$ cat src/rtl/sram_bank_arbiter_pkg.sv
// Shared types for the SRAM bank-group arbiter: arbitration state,
// read-tracking pipe entry and the requester index width helper.
package sram_arb_pkg;

  // Widest requester index a read-pipe entry can carry (up to 256 requesters).
  localparam int unsigned IDX_MAX_W = 8;

  // Requester index width for a given requester count ($clog2, at least 1 bit).
  function automatic int unsigned idx_width(input int unsigned num_req);
    if (num_req > 32'd1) begin
      return $clog2(num_req);
    end else begin
      return 32'd1;
    end
  endfunction

  typedef enum logic [0:0] {
    ARB  = 1'b0,
    LOCK = 1'b1
  } arb_state_e;

  typedef struct packed {
    logic                 valid;
    logic [IDX_MAX_W-1:0] idx;
  } rd_entry_t;

endpackage

$ cat src/rtl/sram_bank_arbiter_rr_pick.sv
// Round-robin priority picker: grants the first requester at or after the
// pointer, wrapping modulo NUM_REQ.
module rr_pick #(
  parameter int unsigned NUM_REQ = 2,
  parameter int unsigned IDX_W   = 1
) (
  input  logic [NUM_REQ-1:0] i_req,
  input  logic [IDX_W-1:0]   i_ptr,
  output logic [NUM_REQ-1:0] o_gnt,
  output logic [IDX_W-1:0]   o_idx,
  output logic               o_any
);

  logic [31:0] w_best;
  logic [31:0] w_dist;

  // Pick the requesting index with the smallest circular distance from the pointer
  always_comb begin
    o_gnt  = '0;
    o_idx  = '0;
    o_any  = 1'b0;
    w_best = NUM_REQ;
    w_dist = 32'd0;
    for (int unsigned i = 0; i < NUM_REQ; i++) begin
      if (i >= 32'(i_ptr)) begin
        w_dist = i - 32'(i_ptr);
      end else begin
        w_dist = i + NUM_REQ - 32'(i_ptr);
      end
      if (i_req[i] && (w_dist < w_best)) begin
        w_best = w_dist;
        o_idx  = IDX_W'(i);
        o_any  = 1'b1;
      end else begin
        w_best = w_best;
      end
    end
    if (o_any) begin
      o_gnt[o_idx] = 1'b1;
    end else begin
      o_gnt = '0;
    end
  end

endmodule

$ cat src/rtl/sram_bank_arbiter.sv
// Shares one SRAM bank-group port between NUM_REQ single-beat requesters with
// round-robin arbitration, burst grant locking, registered macro outputs and
// read-response routing through a READ_LATENCY-deep tracking pipe.
module sram_bank_arbiter
  import sram_arb_pkg::*;
#(
  parameter int unsigned NUM_REQ      = 2,
  parameter int unsigned ADDR_WIDTH   = 16,
  parameter int unsigned DATA_WIDTH   = 64,
  parameter int unsigned READ_LATENCY = 2,
  parameter int unsigned MAX_HOLD     = 8
) (
  input  logic                                  clk_i,
  input  logic                                  rst_ni,
  input  logic [NUM_REQ-1:0]                    req_valid_i,
  output logic [NUM_REQ-1:0]                    req_ready_o,
  input  logic [NUM_REQ-1:0]                    req_we_i,
  input  logic [NUM_REQ-1:0]                    req_lock_i,
  input  logic [NUM_REQ-1:0][ADDR_WIDTH-1:0]    req_addr_i,
  input  logic [NUM_REQ-1:0][DATA_WIDTH-1:0]    req_wdata_i,
  input  logic [NUM_REQ-1:0][DATA_WIDTH/8-1:0]  req_be_i,
  output logic [NUM_REQ-1:0]                    rsp_valid_o,
  output logic [DATA_WIDTH-1:0]                 rsp_rdata_o,
  output logic                                  mem_cs_o,
  output logic                                  mem_we_o,
  output logic [ADDR_WIDTH-1:0]                 mem_addr_o,
  output logic [DATA_WIDTH/8-1:0]               mem_be_o,
  output logic [DATA_WIDTH-1:0]                 mem_wdata_o,
  input  logic [DATA_WIDTH-1:0]                 mem_rdata_i
);

  localparam int unsigned IDX_W  = idx_width(NUM_REQ);
  localparam int unsigned BE_W   = DATA_WIDTH / 8;
  localparam int unsigned HOLD_W = $clog2(MAX_HOLD + 1);

  arb_state_e          r_state, w_state_nxt;
  logic [IDX_W-1:0]    r_ptr, w_ptr_nxt;
  logic [IDX_W-1:0]    r_owner, w_owner_nxt;
  logic [HOLD_W-1:0]   r_hold, w_hold_nxt, w_hold_inc;
  logic [NUM_REQ-1:0]  w_pick_gnt;
  logic [IDX_W-1:0]    w_pick_idx;
  logic                w_pick_any;
  logic [IDX_W-1:0]    w_gnt_idx;
  logic                w_accept;

  logic                r_mem_cs, r_mem_we;
  logic [ADDR_WIDTH-1:0] r_mem_addr;
  logic [BE_W-1:0]     r_mem_be;
  logic [DATA_WIDTH-1:0] r_mem_wdata;
  logic [IDX_W-1:0]    r_mem_idx;
  rd_entry_t           r_pipe [READ_LATENCY];

  // Pointer advance with explicit wrap for non-power-of-two requester counts.
  function automatic logic [IDX_W-1:0] next_idx(input logic [IDX_W-1:0] g);
    if (g == IDX_W'(NUM_REQ - 1)) begin
      return '0;
    end else begin
      return g + IDX_W'(1);
    end
  endfunction

  rr_pick #(
    .NUM_REQ (NUM_REQ),
    .IDX_W   (IDX_W)
  ) u_rr_pick (
    .i_req (req_valid_i),
    .i_ptr (r_ptr),
    .o_gnt (w_pick_gnt),
    .o_idx (w_pick_idx),
    .o_any (w_pick_any)
  );

  // Grant: round-robin pick when free, only the owner while a burst is locked
  always_comb begin
    req_ready_o = '0;
    w_gnt_idx   = '0;
    case (r_state)
      ARB: begin
        req_ready_o = w_pick_any ? w_pick_gnt : '0;
        w_gnt_idx   = w_pick_idx;
      end
      LOCK: begin
        w_gnt_idx = r_owner;
        if (req_valid_i[r_owner]) begin
          req_ready_o[r_owner] = 1'b1;
        end else begin
          req_ready_o = '0;
        end
      end
      default: begin
        req_ready_o = '0;
        w_gnt_idx   = '0;
      end
    endcase
  end

  assign w_accept   = |req_ready_o;
  assign w_hold_inc = r_hold + HOLD_W'(1);

  // Next state, pointer, lock owner and hold count
  always_comb begin
    w_state_nxt = r_state;
    w_ptr_nxt   = r_ptr;
    w_owner_nxt = r_owner;
    w_hold_nxt  = r_hold;
    case (r_state)
      ARB: begin
        if (w_accept) begin
          if (req_lock_i[w_gnt_idx] && (MAX_HOLD > 32'd1)) begin
            w_state_nxt = LOCK;
            w_owner_nxt = w_gnt_idx;
            w_hold_nxt  = HOLD_W'(1);
          end else begin
            w_ptr_nxt = next_idx(w_gnt_idx);
          end
        end else begin
          w_state_nxt = ARB;
        end
      end
      LOCK: begin
        if (w_accept) begin
          if (!req_lock_i[r_owner] || (w_hold_inc >= HOLD_W'(MAX_HOLD))) begin
            w_state_nxt = ARB;
            w_ptr_nxt   = next_idx(r_owner);
            w_hold_nxt  = '0;
          end else begin
            w_hold_nxt = w_hold_inc;
          end
        end else if (!req_lock_i[r_owner]) begin
          // Burst abandoned while stalled: release and move past the owner.
          w_state_nxt = ARB;
          w_ptr_nxt   = next_idx(r_owner);
          w_hold_nxt  = '0;
        end else begin
          w_state_nxt = LOCK;
        end
      end
      default: begin
        w_state_nxt = ARB;
        w_ptr_nxt   = '0;
        w_owner_nxt = '0;
        w_hold_nxt  = '0;
      end
    endcase
  end

  // Arbitration state registers
  always_ff @(posedge clk_i) begin
    if (!rst_ni) begin
      r_state <= ARB;
      r_ptr   <= '0;
      r_owner <= '0;
      r_hold  <= '0;
    end else begin
      r_state <= w_state_nxt;
      r_ptr   <= w_ptr_nxt;
      r_owner <= w_owner_nxt;
      r_hold  <= w_hold_nxt;
    end
  end

  // Registered macro port; address/data/byte-enables hold when idle
  always_ff @(posedge clk_i) begin
    if (!rst_ni) begin
      r_mem_cs    <= 1'b0;
      r_mem_we    <= 1'b0;
      r_mem_addr  <= '0;
      r_mem_be    <= '0;
      r_mem_wdata <= '0;
      r_mem_idx   <= '0;
    end else if (w_accept) begin
      r_mem_cs    <= 1'b1;
      r_mem_we    <= req_we_i[w_gnt_idx];
      r_mem_addr  <= req_addr_i[w_gnt_idx];
      r_mem_be    <= req_be_i[w_gnt_idx];
      r_mem_wdata <= req_wdata_i[w_gnt_idx];
      r_mem_idx   <= w_gnt_idx;
    end else begin
      r_mem_cs <= 1'b0;
      r_mem_we <= 1'b0;
    end
  end

  // Read tracking pipe, fed from the beat currently on the macro port
  always_ff @(posedge clk_i) begin
    if (!rst_ni) begin
      for (int unsigned k = 0; k < READ_LATENCY; k++) begin
        r_pipe[k] <= '0;
      end
    end else begin
      r_pipe[0].valid <= r_mem_cs && !r_mem_we;
      r_pipe[0].idx   <= IDX_MAX_W'(r_mem_idx);
      for (int unsigned k = 1; k < READ_LATENCY; k++) begin
        r_pipe[k] <= r_pipe[k-1];
      end
    end
  end

  // Route the oldest tracked read to its issuer
  always_comb begin
    rsp_valid_o = '0;
    for (int unsigned i = 0; i < NUM_REQ; i++) begin
      if (r_pipe[READ_LATENCY-1].valid && (r_pipe[READ_LATENCY-1].idx == IDX_MAX_W'(i))) begin
        rsp_valid_o[i] = 1'b1;
      end else begin
        rsp_valid_o[i] = 1'b0;
      end
    end
  end

  assign rsp_rdata_o = mem_rdata_i;
  assign mem_cs_o    = r_mem_cs;
  assign mem_we_o    = r_mem_we;
  assign mem_addr_o  = r_mem_addr;
  assign mem_be_o    = r_mem_be;
  assign mem_wdata_o = r_mem_wdata;

endmodule

$ cat config.mk
export PLATFORM = sky130hd
export DESIGN_NAME = sram_bank_arbiter
export DESIGN_NICKNAME = d
export VERILOG_FILES = /design/src/rtl/sram_bank_arbiter_pkg.sv /design/src/rtl/sram_bank_arbiter_rr_pick.sv /design/src/rtl/sram_bank_arbiter.sv
export SDC_FILE = /design/constraint.sdc
export NUM_CORES = 1
export LEC_CHECK = 0
export CAP_MARGIN = 10
export CORE_AREA = 4 4 156 158
export CTS_CLUSTER_DIAMETER = 200
export DETAILED_ROUTE_END_ITERATION = 10
export DIE_AREA = 0 0 160 162
export GPL_TIMING_DRIVEN = 1
export MAX_ROUTING_LAYER = met4
export SYNTH_ARGS = -nofsm -noshare
export SYNTH_HDL_FRONTEND = slang
export SYNTH_SLANG_ARGS = --single-unit
export TNS_END_PERCENT = 5
$ cat constraint.sdc
create_clock -name clk_i -period 2.3 [get_ports clk_i]
set_input_delay 0.345 -clock clk_i [delete_from_list [all_inputs] [get_ports clk_i]]
set_output_delay 0.345 -clock clk_i [all_outputs]
set_load 0.01 [all_outputs]
Word level (Yosys, flattened, before mapping) --
Memory sizes are Yosys's and may differ from the RTL's. Index checks and enable logic that the tools add are counted.
Storage, ports and cells: memories kept 1, flip-flop bits (word level) 98, word-level logic and storage cells 107, bits in writable memories 18
Memory list:
- r_pipe | depth 2, width 9, read ports 2, clocked after Yosys merged registers in 0, write ports 2, RTL line sram_bank_arbiter.sv:51 | rd_entry_t r_pipe [READ_LATENCY];
Operators by class: add/subtract/negate cells 6, multiplexer cells 55, reduce and logical (&&, ||, !) cells 16, bitwise logic cells 4, equal/unequal tests 6, magnitude comparators 9
Operators with widths (count):
- 2-to-1 mux 64 bit | 2
- 2-to-1 mux 32 bit | 2
- < comparator 32 x 2 -> 1 bit, second input constant | 1
- < comparator 32 bit | 1
- 2-to-1 mux 16 bit | 2
- 2-to-1 mux 1 bit | 31
- 2-to-1 mux 8 bit | 3
- 2-to-1 mux 4 bit | 5
- 2-to-1 mux 9 bit | 1
- == test 8 x 1 -> 1 bit, second input constant | 1
- logical NOT 8 bit | 1
- one-hot mux 4 bit (2 select lines) | 1
- logical AND 1 bit | 7
- < comparator 1 x 2 -> 1 bit, second input constant | 3
- != test 2 bit, second input constant | 3
- one-hot mux 1 bit (2 select lines) | 3
- AND reduction 3 bit | 2
- adder 4 x 1 -> 4 bit, second input constant | 1
- >= comparator 4 bit, second input constant | 1
- 2-to-1 mux 2 bit | 2
- one-hot mux 2 bit (2 select lines) | 1
- AND reduction 4 bit | 1
- subtractor 1 x 1 -> 2 bit, first input constant | 2
- != test 3 x 2 -> 1 bit, second input constant | 1
- other kinds (12) | 18

Depth between registers and ports, before layout --
Gate-level depths: netlist of run 1.
word-level depth 17, depth in mapped cells 8, depth with buffers taken out 5

Hierarchy --
Synthesis of run 1 repeated with hierarchy kept, for this count alone.
Unflattened totals: cells, all modules 533, area total of the unflattened synthesis 5460.2 um^2
By module, submodules not included:
- sram_bank_arbiter | area each 5427.7 um^2, cells an instance 528, sequential area each 2042.0 um^2, instances 1
- rr_pick | area each 32.5 um^2, cells an instance 5, sequential area each 0.0 um^2, instances 1

Worst setup path before layout of run 1 --
Ideal clock, no wire load.
path kind reg-to-reg, from register r_state, to register r_hold[1], period minus slack after synthesis 1657 ps, required time 2183 ps, data arrival time 1540 ps, stages on the path, launching flop included 8, slack 643 ps, library setup time 117 ps, path through dfxtp_1 buf_6 and2_4 a31o_1 buf_6 mux2i_1 o31a_1 a32o_1
On the way: cells in the longest elaborated chain, start to end 6, elaborated cells between the ends (all ways) 12, classes of those cells 3 x eq/ne; 6 x mux; 1 x bitwise; 2 x reduce/logical
RTL lines:
- start, declared | RTL line sram_bank_arbiter.sv:36 | arb_state_e r_state, w_state_nxt;
- start signal, assigned | RTL line sram_bank_arbiter.sv:155 | r_state <= w_state_nxt;
- inverter 1 bit (no line)
- one-hot mux 1 bit (2 select lines) | RTL line sram_bank_arbiter.sv:77 | case (r_state)
- 2-to-1 mux 1 bit (not written as such) (2 in series) | RTL line sram_bank_arbiter.sv:109 | if (req_lock_i[w_gnt_idx] && (MAX_HOLD > 32'd1)) begin
- != test 2 bit (no line)
- AND reduction 3 bit (no line)
- end signal, assigned | RTL line sram_bank_arbiter.sv:158 | r_hold <= w_hold_nxt;
- end, declared | RTL line sram_bank_arbiter.sv:39 | logic [HOLD_W-1:0] r_hold, w_hold_nxt, w_hold_inc;
Parallel ways exist; a longest one is shown, timed or not. The select of a mux whose other input is x is not followed. A chain may end at the register's enable or synchronous reset.

Worst setup path in the final report of run 1 --
from input port req_valid_i[0], to output port req_ready_o[0]
On the way: cells in the longest elaborated chain, start to end 11, elaborated cells between the ends (all ways) 17, classes of those cells 3 x order compare; 11 x mux; 3 x reduce/logical
RTL lines:
- start, declared | RTL line sram_bank_arbiter.sv:15 | input logic [NUM_REQ-1:0] req_valid_i,
- logical AND 1 bit | RTL line sram_bank_arbiter_rr_pick.sv:30 | if (i_req[i] && (w_dist < w_best)) begin
- 2-to-1 mux 32 bit | RTL line sram_bank_arbiter_rr_pick.sv:30
- < comparator 32 bit | RTL line sram_bank_arbiter_rr_pick.sv:30
- logical AND 1 bit | RTL line sram_bank_arbiter_rr_pick.sv:30
- 2-to-1 mux 1 bit | RTL line sram_bank_arbiter_rr_pick.sv:30
- < comparator 1 x 2 -> 1 bit (not written as such) / >= comparator 1 bit (equally long branches) | RTL line sram_bank_arbiter_rr_pick.sv:39 | o_gnt[o_idx] = 1'b1;
- logical AND 1 bit (not written as such) | RTL line sram_bank_arbiter_rr_pick.sv:39
- 2-to-1 mux 1 bit (not written as such) | RTL line sram_bank_arbiter_rr_pick.sv:39
- demux 1 bit (select 1 bit)
- 2-to-1 mux 2 bit | RTL line sram_bank_arbiter.sv:79 | req_ready_o = w_pick_any ? w_pick_gnt : '0;
- one-hot mux 2 bit (2 select lines) (*) | RTL line sram_bank_arbiter.sv:77
- end, declared | RTL line sram_bank_arbiter.sv:16 | output logic [NUM_REQ-1:0] req_ready_o,
Every way passes the cells marked *; elsewhere a longest branch is shown, timed or not. The select of a mux whose other input is x is not followed.

==> results of run 1 <==
## timing repair
action,CTS,global route
hold buffers,0,0
setup endpoints to repair,0,1
resized for setup,0,2
endpoints found under the hold margin,0,0
setup buffers,0,0
## state kept, by name, indices dropped and copies added (netlist names)
signal,cells
r_state,1
mem_we_o,1
mem_addr_o,16
r_ptr,1
mem_be_o,8
mem_cs_o,1
r_hold,4
r_owner,1
r_mem_idx,1
r_pipe,4
mem_wdata_o,64
## layout make-up
class                           count  area, sq um
Tap cell                          290          363
Clock inverter                      5         60.1
Multi-Input combinational cell    410         2180
Timing Repair Buffer              307         3100
Inverter                            7         26.3
Sequential cell                   102         2040
Fill cell                        2441        15100
Clock buffer                       10          239
## Yosys cell counts
library cell	instances	share of area, %
nand2_1	184	14
dfxtp_1	102	41
nor2_1	93	7.0
a311oi_1	89	16
buf_4	65	9.8
clkbuf_1	30	2.3
buf_2	17	1.7
inv_1	6	0.45
and2_1	5	0.63
a21oi_1	4	0.40
buf_6	3	0.68
nand2b_1	3	0.38
nor3_1	3	0.30
o21a_1	3	0.45
a21boi_0	2	0.30
a31o_1	2	0.35
mux2i_1	2	0.40
nor2_4	2	0.45
a211oi_1	1	0.15
a221oi_2	1	0.30
a2bb2oi_1	1	0.18
a31oi_4	1	0.43
a32o_1	1	0.20
and2_4	1	0.18
and3_1	1	0.13
buf_1	1	0.076
ha_1	1	0.25
inv_2	1	0.076
mux2_4	1	0.30
nand2b_2	1	0.18
nand3_1	1	0.10
nand3b_1	1	0.15
nor2b_1	1	0.13
o21ai_0	1	0.10
o311ai_0	1	0.18
o31a_1	1	0.18
or3_1	1	0.13
xnor2_1	1	0.18
## critical path: stages
cell and delay (ns):
clkdlybuf4s50_1 0.50, nand2b_2 0.11, a31oi_4 0.19, nand2_1 0.10, inv_1 0.06, clkdlybuf4s50_1 0.52
## power by group through the flow
| stage | Sequential, W | Clock [W] | Combinational, W |
|---|---|---|---|
| after floorplan | 0.00217 | 0 | 0.000651 |
| after global placement | 0.00210 | 0 | 0.00151 |
| after detailed placement | 0.00210 | 0 | 0.00151 |
| after CTS | 0.00206 | 0.00167 | 0.00152 |
| after global routing | 0.00209 | 0.00172 | 0.00163 |
| final | 0.00206 | 0.00158 | 0.00149 |
## how the worst min path moves through the flow
stage	endpoint	startpoint	slack, ns	depth (start not counted)
finish	r_pipe[0][8]	mem_we_o	0.41	1
detailed placement	r_pipe[0][8]	mem_we_o	0.41	1
CTS	r_pipe[0][8]	mem_we_o	0.42	1
global placement	r_pipe[0][8]	mem_we_o	0.40	1
floorplan	r_pipe[0][17]	r_pipe[0][8]	0.41	1
global route	r_pipe[0][8]	mem_we_o	0.44	1
## metrics by stage
step	power, W	hold slack, ns
floorplan	0.00282	0.412
global placement	0.00361	0.401
detailed placement	0.00361	0.406
CTS	0.00525	0.417
global route	0.00544	0.436
finish	0.00514	0.410
## layer usage
metal  global-route usage [%]  part of all wire, %
met5                        -                    0
met3                     5.40                  9.2
met1                     15.6                   39
met4                     4.07                  1.4
met2                     24.4                   50
## cells by family (layout without fill, tap and decap cells)
family                   after synthesis  in the layout
AO/OA/AOI/OAI                        108            108
XOR/XNOR                               1              1
adder cells (fa/ha/maj)                1              1
buffers and inverters                123            329
flip-flops                           102            102
multiplexers                           3              3
AND/OR/NAND/NOR                      297            297
==> flow_metrics.env, run 1 <==
export IMPL_wl_um=19000
export IMPL_grtUsageTotal_pct=14.3
export IMPL_synth_top_family_by_area="simple AND/OR/NAND/NOR gates"
export IMPL_instances_no_fill=1131
export IMPL_clock_sinks=102
export IMPL_drt_iter0_drc=285
export IMPL_num_vias=4955
export IMPL_antenna_found_initial=0
export IMPL_slew_violations=0
export IMPL_outcome="finished, final reports clean"
export IMPL_cts_htree_levels=3
export IMPL_syn_nets=884
export IMPL_die_x_um=160
export IMPL_ys_seq_area_share_pct=41.1
export IMPL_startpoint="req_valid_i[0]"
export IMPL_root_buffer="clkbuf_16"
export IMPL_switching_share_pct=28.4
export IMPL_antenna_cells=0
export IMPL_wl_per_cell_um=16.8
export IMPL_place_congestion=0.824
export IMPL_slew_headroom_pct=66.9
export IMPL_power_frac_seq_pct=40.1
export IMPL_reg2regPathDepth=5
export IMPL_final_cell_mix="276 x clkdlybuf4s50_1, 184 x nand2_1, 101 x dfxtp_1"
export IMPL_p_clk_share_pct=30.8
export IMPL_rows=56
export IMPL_synthToLayoutAreaGrowth_pct=61.4
export IMPL_grt_pass1_wl_um=28200
export IMPL_finalWorstSetupSlack_ns=0.124
export IMPL_overflow=0
export IMPL_cp_required_ns=1.96
export IMPL_nNetsFinal=1086
export IMPL_power_density_nw_per_um2=641
export IMPL_peakVddDrop_uv=247
export IMPL_crit_fanout=4
export IMPL_final_cell_area_sq_um=8010
export IMPL_dp_cells=1116
export IMPL_critPathKind="in2out"
export IMPL_power_frac_comb_pct=29.1
export IMPL_worst_ep_arrival_time_ns=1.83
export IMPL_end_kind="primary output"
export IMPL_synth_avg_cell_area_sq_um=7.82
export IMPL_worstSetupEndpoint="req_ready_o[0]"
export IMPL_clkTransAtPathRegs_ns=0.07
export IMPL_skew_ns=0.0121
export IMPL_tns_ns=0
export IMPL_dr_pass1_iters=4
export IMPL_synth_simple_area_share_pct=23.7
export IMPL_dp_hpwl_um=14400
export IMPL_synth_mux_area_share_pct=0.706
export IMPL_rsz0062_at_grt="no"
export IMPL_pre_cts_slack_ns=-0.0128
export IMPL_clk_latency_ns=0.35
export IMPL_tightestPinTransition_ns=0.497
export IMPL_coreArea_sq_um=23100
export IMPL_drv_cap=0
export IMPL_leakagePower_nw=3.13
export IMPL_synth_xor_area_share_pct=0.176
export IMPL_drc=0
export IMPL_clock_fmax_mhz=460
export IMPL_cts_buffers=9
export IMPL_ff2ff_setup_slack_ns=0.51
export IMPL_synthAdderAreaFrac_pct=0.252
export IMPL_start_util_pct=21.5
export IMPL_first_global_vias=4734
export IMPL_utilization_pct=34.7
export IMPL_p_int_w=0.00368
export IMPL_period_share_pct=94.6
export IMPL_switching_power_w=0.00146
export IMPL_yosysUniqueCellTypes=38
export IMPL_min_path_type="reg2reg"
export IMPL_cts_tree="yes"
export IMPL_vias_per_cell=4.38
export IMPL_fp_dieH_um=162
export IMPL_synthCells=635
export IMPL_synth_compound_area_share_pct=18.9
export IMPL_hold_viol=0
export IMPL_r2r_start="r_owner"
export IMPL_place_port_buffers=277
export IMPL_critPathLaunchType="primary input"
export IMPL_synth_seq_cells=102
export IMPL_die_area_sq_um=25900
export IMPL_finalSetupViolCount=0
export IMPL_ios=406
export IMPL_drive_above_1_share_pct=6.66
export IMPL_ant_nets=0
export IMPL_grt_max_degree=91
export IMPL_placed_cell_area_sq_um=7710
export IMPL_cts_buffer_depth=2
export IMPL_yosysWarnings=0
export IMPL_r2r_end="mem_wdata_o[58]"
export IMPL_fin_crit_ns=2.18
export IMPL_final_common_cell="clkdlybuf4s50_1"
export IMPL_synth_cell_area_sq_um=4960
Power figures use the tool's default switching activity.
==> run 2, diff against run 1 <==
Settings changed: DONT_BUFFER_PORTS set to 1.
==> run 2 against run 1 <==
Via count decreased by 19%. Combinational power shrank 55%. Die area unchanged. Critical path type is now reg2out. Clock skew shrank 0.0021 ns. Sequential share of layout area grew 15 points. Fmax up 3.6%. Final cell count fell by 26%. Count of clock-buffer cells in the layout grew 2. Highest routed layer unchanged.
==> flow_metrics.env, run 2 (same netlist as run 1, synthesis figures left out) <==
export IMPL_dr_pass1_iters=4
export IMPL_hold_viol=0
export IMPL_peakVddDrop_uv=228
export IMPL_wl_um=16800
export IMPL_rsz0062_at_grt="no"
export IMPL_synthToLayoutAreaGrowth_pct=2.37
export IMPL_place_port_buffers=0
export IMPL_power_density_nw_per_um2=861
export IMPL_final_cell_mix="184 x nand2_1, 102 x dfxtp_1, 93 x nor2_1"
export IMPL_drt_iter0_drc=313
export IMPL_fp_dieH_um=162
export IMPL_tightestPinTransition_ns=0.577
export IMPL_min_path_type="in2reg"
export IMPL_final_common_cell="nand2_1"
export IMPL_drive_above_1_share_pct=6.59
export IMPL_coreArea_sq_um=23100
export IMPL_cpMaxStageDelayCell="dfxtp_1"
export IMPL_overflow=0
export IMPL_root_buffer="clkbuf_16"
export IMPL_largest_reg_flops=64
export IMPL_critPathLaunchType="flop"
export IMPL_dp_hpwl_um=12400
export IMPL_final_fill_count=2564
export IMPL_end_kind="primary output"
export IMPL_clkTransAtPathRegs_ns=0.07
export IMPL_rows=56
export IMPL_first_global_vias=3737
export IMPL_hold_buffers=0
export IMPL_placed_cell_area_sq_um=4770
export IMPL_grtUsageTotal_pct=11.9
export IMPL_postCtsSetupRepairBufs=0
export IMPL_ant_nets=0
export IMPL_slew_headroom_pct=61.4
export IMPL_clk_latency_ns=0.35
export IMPL_worst_ep_arrival_time_ns=1.75
export IMPL_outcome="finished, final reports clean"
export IMPL_cts_buffers=9
export IMPL_start_util_pct=21.5
export IMPL_crit_fanout=46
export IMPL_skew_ns=0.0101
export IMPL_final_cell_area_sq_um=5080
export IMPL_grt_max_degree=92
export IMPL_fin_hold_ws_ns=0.104
export IMPL_place_congestion=0.851
export IMPL_path_cells="inv_2 > a31oi_4 > clkbuf_16 > nand2_1 > inv_1"
export IMPL_grt_pass1_wl_um=23000
export IMPL_die_x_um=160
export IMPL_cts_buffer_depth=2
export IMPL_clock_sinks=102
export IMPL_tns_ns=0
export IMPL_cts_htree_levels=3
export IMPL_ios=406
export IMPL_cp_required_ns=1.96
export IMPL_multi_input_comb_area_sq_um=2180
export IMPL_clock_fmax_mhz=476
export IMPL_drv_cap=0
export IMPL_antenna_found_initial=1
export IMPL_fin_crit_ns=2.10
export IMPL_cpPeakStageDelay_ns=0.52
export IMPL_seq_area_sq_um=2040
export IMPL_slew_violations=0
export IMPL_nNetsFinal=790
export IMPL_num_vias=4028
export IMPL_wl_per_cell_um=20.1
export IMPL_cts_tree="yes"
export IMPL_cts_resized=0
export IMPL_critPathKind="reg2out"
export IMPL_period_share_pct=91.3
export IMPL_vias_per_cell=4.81
export IMPL_die_area_sq_um=25900
export IMPL_leakagePower_nw=1.96
export IMPL_drc=0
export IMPL_finalSetupViolCount=0
run 2: cell types whose count changed in the layout (fill, tap and decap cells not counted), sizes merged:
cell	previous run	this run
clkbuf	10	13
clkinvlp	1	3
clkdlybuf4s50	276	0
clkinv	3	1
dlymetal6s2s	1	0
diode	0	1
bufinv	1	0
buf	30	10
run 2: final cells by class:
cell class / instances / share of cell area, %
diodes: 1 / 0.0492
clock buffers: 12 / 5.05
clock inverters: 4 / 0.616
inverters: 7 / 0.517
multi-input cells: 410 / 42.9
flip-flops and latches: 102 / 40.2
well taps: 290 / 7.14
repair buffers: 11 / 3.52
run 2: stage by stage:
| stage | power (W) | std cells | util [%] | setup WS, ns |
|---|---|---|---|---|
| 6_report | 0.00437 | 837 | 22.0 | 0.200 |
| 5_1_grt | 0.00463 | 837 | 22.0 | 0.0463 |
| 4_1_cts | 0.00445 | 835 | 21.9 | 0.0860 |
| 3_5_place_dp | 0.00289 | 819 | 20.6 | 0.497 |
| 3_3_place_gp | 0.00287 | 819 | 20.6 | 0.533 |
| 2_1_floorplan | 0.00282 | 635 | - | 0.643 |
run 2: worst max-delay path: cells and delay by family, from the launching register on:
| kind | cells | cell delay (ns) |
|---|---|---|
| AO/OA/AOI/OAI | 1 | 0.22 |
| buffers and inverters | 3 | 0.55 |
| flip-flops | 1 | 0.52 |
| AND/OR/NAND/NOR | 1 | 0.11 |
run 2: final timing paths:
| path | startpoint | to | slack [ns] | depth (start not counted) |
|---|---|---|---|---|
| worst min register to register | r_pipe[0][8] | r_pipe[0][17] | 0.44 | 1 |
| worst max register to register | r_state | mem_addr_o[2] | 0.51 | 5 |
| worst min-delay path | rst_ni | r_pipe[0][8] | 0.10 | 2 |
| worst max-delay path | r_state | req_ready_o[0] | 0.20 | 5 |
run 2: power by group:
group	total [W]	internal [W]	switching [W]
combinational	0.000664	0.000255	0.000409
clock	0.00152	0.000798	0.000722
sequential	0.00219	0.00196	0.000232
run 2: routing by layer:
| metal | share of wire (%) | up-vias | track usage [%] |
|---|---|---|---|
| met1 | 35 | 1841 | 11.6 |
| li1 | - | 1920 | - |
| met5 | 0 | - | - |
| met4 | 2.7 | 0 | 4.93 |
| met2 | 51 | 247 | 20.1 |
| met3 | 12 | 20 | 6.06 |
==> run 3, diff against run 2 <==
Settings changed: CTS_CLUSTER_DIAMETER 200 to unset, DONT_BUFFER_PORTS 1 to unset.
==> results of run 3 <==
No change in the layout: final DEF, timing and power equal those of run 1.
